**src/rtl/load_store_unit.sv**
```systemverilog
// Load/store unit: bridges single datapath load/store requests onto a simple
// req/ack memory bus, with alignment checking, lane steering and a bus timeout.
module load_store_unit #(
    parameter int unsigned TIMEOUT = 16
) (
    input  logic        clk,
    input  logic        reset,
    input  logic        req_valid,
    input  logic        is_store,
    input  logic [2:0]  funct3,
    input  logic [31:0] addr,
    input  logic [31:0] wdata,
    output logic        stall,
    output logic [31:0] rdata,
    output logic        done,
    output logic        err,
    output logic        mem_req,
    output logic        mem_we,
    output logic [31:0] mem_addr,
    output logic [3:0]  mem_be,
    output logic [31:0] mem_wdata,
    input  logic        mem_ack,
    input  logic [31:0] mem_rdata
);

    typedef enum logic [1:0] {IDLE, BUS, RESP} state_e;

    localparam logic [7:0] CNT_LAST = 8'(TIMEOUT - 1);

    state_e      state_q, state_d;
    logic        store_q, store_d;
    logic [2:0]  funct3_q, funct3_d;
    logic [31:0] addr_q, addr_d;
    logic [31:0] wdata_q, wdata_d;
    logic [31:0] rdata_q, rdata_d;
    logic        err_q, err_d;
    logic [7:0]  cnt_q, cnt_d;

    logic        legal;
    logic [31:0] load_val;
    logic [7:0]  load_byte;
    logic [15:0] load_half;

    // Legality of the incoming request, judged on the live inputs at accept.
    always_comb begin
        case (funct3)
            3'b000:  legal = 1'b1;
            3'b001:  legal = ~addr[0];
            3'b010:  legal = (addr[1:0] == 2'b00);
            3'b100:  legal = ~is_store;
            3'b101:  legal = ~is_store & ~addr[0];
            default: legal = 1'b0;
        endcase
    end

    always_comb begin
        load_byte = 8'(mem_rdata >> {addr_q[1:0], 3'b000});
        load_half = addr_q[1] ? mem_rdata[31:16] : mem_rdata[15:0];
        case (funct3_q)
            3'b000:  load_val = {{24{load_byte[7]}}, load_byte};
            3'b100:  load_val = {24'h0, load_byte};
            3'b001:  load_val = {{16{load_half[15]}}, load_half};
            3'b101:  load_val = {16'h0, load_half};
            default: load_val = mem_rdata;
        endcase
    end

    // NOTE: all state lives in flops updated with non-blocking assignments so
    // every register samples the same pre-edge values.
    always_ff @(posedge clk or negedge reset) begin
        if (!reset) begin
            state_q  <= IDLE;
            store_q  <= 1'b0;
            funct3_q <= 3'b000;
            addr_q   <= 32'h0;
            wdata_q  <= 32'h0;
            rdata_q  <= 32'h0;
            err_q    <= 1'b0;
            cnt_q    <= 8'h0;
        end else begin
            state_q  <= state_d;
            store_q  <= store_d;
            funct3_q <= funct3_d;
            addr_q   <= addr_d;
            wdata_q  <= wdata_d;
            rdata_q  <= rdata_d;
            err_q    <= err_d;
            cnt_q    <= cnt_d;
        end
    end

    // NOTE: every next-state signal defaults to its current value first, so no
    // path through the case leaves a variable unassigned (no latches).
    always_comb begin
        state_d  = state_q;
        store_d  = store_q;
        funct3_d = funct3_q;
        addr_d   = addr_q;
        wdata_d  = wdata_q;
        rdata_d  = rdata_q;
        err_d    = err_q;
        cnt_d    = cnt_q;
        case (state_q)
            IDLE: begin
                if (req_valid) begin
                    store_d  = is_store;
                    funct3_d = funct3;
                    addr_d   = addr;
                    wdata_d  = wdata;
                    cnt_d    = 8'h0;
                    err_d    = ~legal;
                    state_d  = legal ? BUS : RESP;
                end
            end
            BUS: begin
                if (mem_ack) begin
                    state_d = RESP;
                    err_d   = 1'b0;
                    if (!store_q) rdata_d = load_val;
                end else if (cnt_q == CNT_LAST) begin
                    state_d = RESP;
                    err_d   = 1'b1;
                end else begin
                    cnt_d = cnt_q + 8'h1;
                end
            end
            RESP:    state_d = IDLE;
            default: state_d = IDLE;
        endcase
    end

    // Bus outputs are forced to zero outside BUS so reset and idle look identical.
    always_comb begin
        mem_req   = (state_q == BUS);
        mem_we    = mem_req & store_q;
        mem_addr  = mem_req ? {addr_q[31:2], 2'b00} : 32'h0;
        mem_be    = 4'b0000;
        mem_wdata = 32'h0;
        if (mem_req) begin
            case (funct3_q[1:0])
                2'b00: begin
                    mem_be    = 4'b0001 << addr_q[1:0];
                    mem_wdata = {4{wdata_q[7:0]}};
                end
                2'b01: begin
                    mem_be    = addr_q[1] ? 4'b1100 : 4'b0011;
                    mem_wdata = {2{wdata_q[15:0]}};
                end
                default: begin
                    mem_be    = 4'b1111;
                    mem_wdata = wdata_q;
                end
            endcase
        end
        done  = (state_q == RESP);
        err   = done & err_q;
        stall = ((state_q == IDLE) & req_valid & reset) | (state_q == BUS);
        rdata = rdata_q;
    end

endmodule

```
**config.mk**
```make
export PLATFORM = sky130hd
export DESIGN_NAME = load_store_unit
export DESIGN_NICKNAME = d
export VERILOG_FILES = /design/src/rtl/load_store_unit.sv
export SDC_FILE = /design/constraint.sdc
export NUM_CORES = 1
export LEC_CHECK = 0
export CAP_MARGIN = 10
export CORE_UTILIZATION = 45
export CTS_BUF_LIST = sky130_fd_sc_hd__clkbuf_4 sky130_fd_sc_hd__clkbuf_8 sky130_fd_sc_hd__clkbuf_16
export DETAILED_ROUTE_END_ITERATION = 16
export PLACE_DENSITY = 0.81
export REMOVE_ABC_BUFFERS = 1
export SLEW_MARGIN = 15
export SYNTH_ARGS = -nofsm -noshare
export SYNTH_HDL_FRONTEND = slang
export SYNTH_SLANG_ARGS = --single-unit
export TNS_END_PERCENT = 10
```
**constraint.sdc**
```tcl
create_clock -name clk -period 2.89 [get_ports clk]
set_input_delay 0.578 -clock clk [delete_from_list [all_inputs] [get_ports clk]]
set_output_delay 0.578 -clock clk [all_outputs]
set_load 0.03 [all_outputs]
```
==> flow_summary.toml <==
[run_status]
status = "finished, final reports clean"

[grt]
via_count_of_the_first_global_routing_pass = 5374
grt_usage = 0.2566
largest_net_degree_at_the_start_of_global_routing = 75
gr-total-overflow = 0
antenna_found_initial = 0
grt_first_pass_wirelength_mm = 26.39

[power]
netSwitchingPower_mw = 2.518
power.density_mw_per_mm2 = 780.8
static_leakage_nw = 3.812
sequentialPowerShare = 0.386
peakVddDrop_v = 0.0003050
power.share.switching = 0.3967
p_comb_frac = 0.425
power.share.clock = 0.189
internal-power_mw = 3.829

[yosys]
synth.yosys.seq_area_share = 0.4871
post_synth_and_or_nand_nor_area_fraction = 0.3098
synth.avg_cell_area_um2 = 8.362
async_flop_share = 1.000
post_synth_inst_count = 682
synth.mux.area_fraction = 0.05244
synth_xor_xnor_area_share = 0.003072
synth_area_mm2 = 0.005703
yosys_warnings = 0
synth_top_flop_cell = "sky130_fd_sc_hd__dfrtp_1"
synth_top_family_by_area = "simple AND/OR/NAND/NOR gates"
number_of_synthesized_flops_with_an_enable_pin = 0
synthDistinctLibCells = 50
synth.ff_latch_count = 111
synth_compound_area_frac = 0.09675
synth_fa_ha_area_frac = 0.002194

[clock_tree]
clock_insertion_delay_worst_skew_ns = 0.34
cts_buffer_depth = 2
cts_buffers = 9
worst_setup_hold_path_clk_slew_ns = 0.08
cts_tree = "yes"
cts_setup_buffers = 0
clkSinkCount = 111
post_cts_hold_buffer_count = 0
master_cell_of_the_clock_root_buffer = "sky130_fd_sc_hd__clkbuf_16"
cts_resized = 0
clock_tree.htree_level_count = 3

[place]
globalplace.congestion = 0.9057
standard_cell_area_after_detailed_placement_mm2 = 0.007844
post-dp-hpwl_mm = 11.58
port_buffers = 206
pre_cts_slack_ns = 0.3250

[detailed_routing]
post-route-drc-count = 0
antenna_left = 0
vias = 5465
drt_first_iter_violations = 384
via_per_inst = 5.245
wire_per_inst_um = 15.88
firstDrtPassIters = 5
drt_wl_total_mm = 16.55

[die]
die_y_um = 114.6
floorplan.rows = 40
floorplan.die_area_mm2 = 0.01313
fp.dieW_um = 114.6
io-pin-count = 209
coreArea_mm2 = 0.01216
initial_core_util = 0.4689

[cells_and_area]
drive_above_1_share = 0.09725
post-route-cell-area_mm2 = 0.008129
most_common_cell_after_layout_fill_and_taps_aside = "sky130_fd_sc_hd__nand2_1"
most_used_cells_in_the_layout_excluding_fill_and_tap_cells = "sky130_fd_sc_hd__nand2_1, sky130_fd_sc_hd__clkdlybuf4s50_1, sky130_fd_sc_hd__dfrtp_1"
area_growth_syn_to_layout_pct = 42.54
antennaDiodeCount = 0
fin_nets = 974
final_util = 0.6684

[timing]
timing.final.setup_violations = 0
final_period_minus_worst_setup_slack_ns = 2.760
postLayoutSetupSlackWorst_ns = 0.1304
post_route_fraction_of_the_period_consumed_by_the_critical_path = 0.9549
report.final.hold_viol_count = 0
clock.fmax_mhz = 362.4
final.setup_skew_ns = 0.005153
worst-slew-pin-transition_ns = 0.7293
timing_max_transition_violations_final = 0
slew-limit-headroom = 0.5138
grt_setup_unrepaired = "no"

[critical_path]
timing.setup.critical_path_class = "flip-flop to primary output"
rr_endpoint = "rdata[20]$_DFFE_PN0P_"
arrival_ns = 2.18
critical_path.endpoint = "mem_addr[20]"
crit_path_start_kind = "flip-flop"
startpoint_of_the_worst_setup_timing_path = "state_q[1]$_DFFE_PN0P_"
critPathRequiredTime_ns = 2.31
end_kind = "primary output"
timing.critical_path.fanout_max = 40
setup.reg_to_reg.worst_slack_ns = 0.73
r2r_cells = 4
crit-reg2reg-launch = "funct3_q[1]$_DFFE_PN0P_"

[run]
cap_violations = 0

[min_path]
hold_path.class = "input pin to asynchronous set/reset pin"
## power groups by stage
| stage | sequential [mW] | combinational [mW] | clock (mW) |
|---|---|---|---|
| floorplan | 2.82 | 1.17 | 0 |
| detailed placement | 2.47 | 2.71 | 0 |
| global route | 2.51 | 2.92 | 1.29 |
| CTS | 2.45 | 2.72 | 1.22 |
| finish | 2.45 | 2.70 | 1.20 |
| global placement | 2.45 | 2.65 | 0 |
## Yosys cell counts, types with 2 or more instances
library cell / n / share of area
sky130_fd_sc_hd__a31oi_1: 2 / 0.0022
sky130_fd_sc_hd__and2_1: 41 / 0.045
sky130_fd_sc_hd__a211oi_1: 2 / 0.0026
sky130_fd_sc_hd__buf_4: 4 / 0.0053
sky130_fd_sc_hd__nand2_1: 252 / 0.17
sky130_fd_sc_hd__xnor2_1: 2 / 0.0031
sky130_fd_sc_hd__a32oi_1: 7 / 0.011
sky130_fd_sc_hd__nand4_1: 2 / 0.0022
sky130_fd_sc_hd__buf_2: 30 / 0.026
sky130_fd_sc_hd__buf_1: 3 / 0.0020
sky130_fd_sc_hd__clkbuf_1: 9 / 0.0059
sky130_fd_sc_hd__o21ai_0: 6 / 0.0053
sky130_fd_sc_hd__nor2_1: 46 / 0.030
sky130_fd_sc_hd__a21oi_1: 43 / 0.038
sky130_fd_sc_hd__nand3_1: 36 / 0.032
sky130_fd_sc_hd__inv_1: 10 / 0.0066
sky130_fd_sc_hd__a221o_1: 7 / 0.012
sky130_fd_sc_hd__nor3_1: 5 / 0.0044
sky130_fd_sc_hd__mux2i_1: 22 / 0.039
sky130_fd_sc_hd__nor2b_1: 4 / 0.0044
sky130_fd_sc_hd__mux2_2: 7 / 0.014
sky130_fd_sc_hd__a41o_1: 2 / 0.0035
sky130_fd_sc_hd__dfrtp_1: 111 / 0.49
sky130_fd_sc_hd__nand2b_1: 3 / 0.0033
## worst min path at each step
stage / to / slack (ns)
after floorplan: addr_q[0]$_DFFE_PN0P_ / 0.28
after global placement: addr_q[16]$_DFFE_PN0P_ / 0.45
after detailed placement: addr_q[25]$_DFFE_PN0P_ / 0.46
after CTS: err_q$_DFFE_PN0P_ / 0.41
after global routing: rdata[28]$_DFFE_PN0P_ / 0.44
final: err_q$_DFFE_PN0P_ / 0.37
## sequential cells by signal (all words and copies together) (netlist names)
register  cells
addr_q       32
rdata        32
wdata_q      32
cnt_q         8
funct3_q      3
state_q       2
err_q         1
store_q       1
## kinds of logic after synthesis
kind of cell,after synthesis
compound gates,80
fa+ha+maj,1
simple gates,401
xor+xnor,2
mux,29
buf+inv,57
flops,111
other cells,1
## worst max-delay path: stages, from the launching register on
cell	delay (ns)
sky130_fd_sc_hd__dfrtp_1	0.39
sky130_fd_sc_hd__nand2b_1	0.17
sky130_fd_sc_hd__inv_1	0.19
sky130_fd_sc_hd__buf_12	0.22
sky130_fd_sc_hd__and2_1	0.17
sky130_fd_sc_hd__clkdlybuf4s50_1	0.67
## layer usage
metal	GRT usage	vias to the layer above	share of wire
met3	0.07253	25	0.092
met4	0.09524	0	0.019
met1	0.3218	2579	0.42
met2	0.4218	257	0.47
met5	0	-	0
li1	-	2604	-
## per-stage QoR
stage	TNS, ns	std cells	total power, mW	hold slack, ns
finish	0	1042	6.347	0.3706
floorplan	-138.41	636	3.988	0.2824
detailed placement	0	1026	5.179	0.4584
global route	0	1042	6.720	0.4430
global placement	0	1026	5.100	0.4520
CTS	0	1042	6.390	0.4055
## final cells by class
class                   count  area (µm²)
clock buffers              11       252.7
clock inverters             5       32.53
fillers                   997        4033
inverters                  10       37.54
multi-input cells         515        2660
flip-flops and latches    111        2779
well taps                 168       210.2
repair buffers            222        2157
Note: power is estimated with default switching activity, not from simulation.
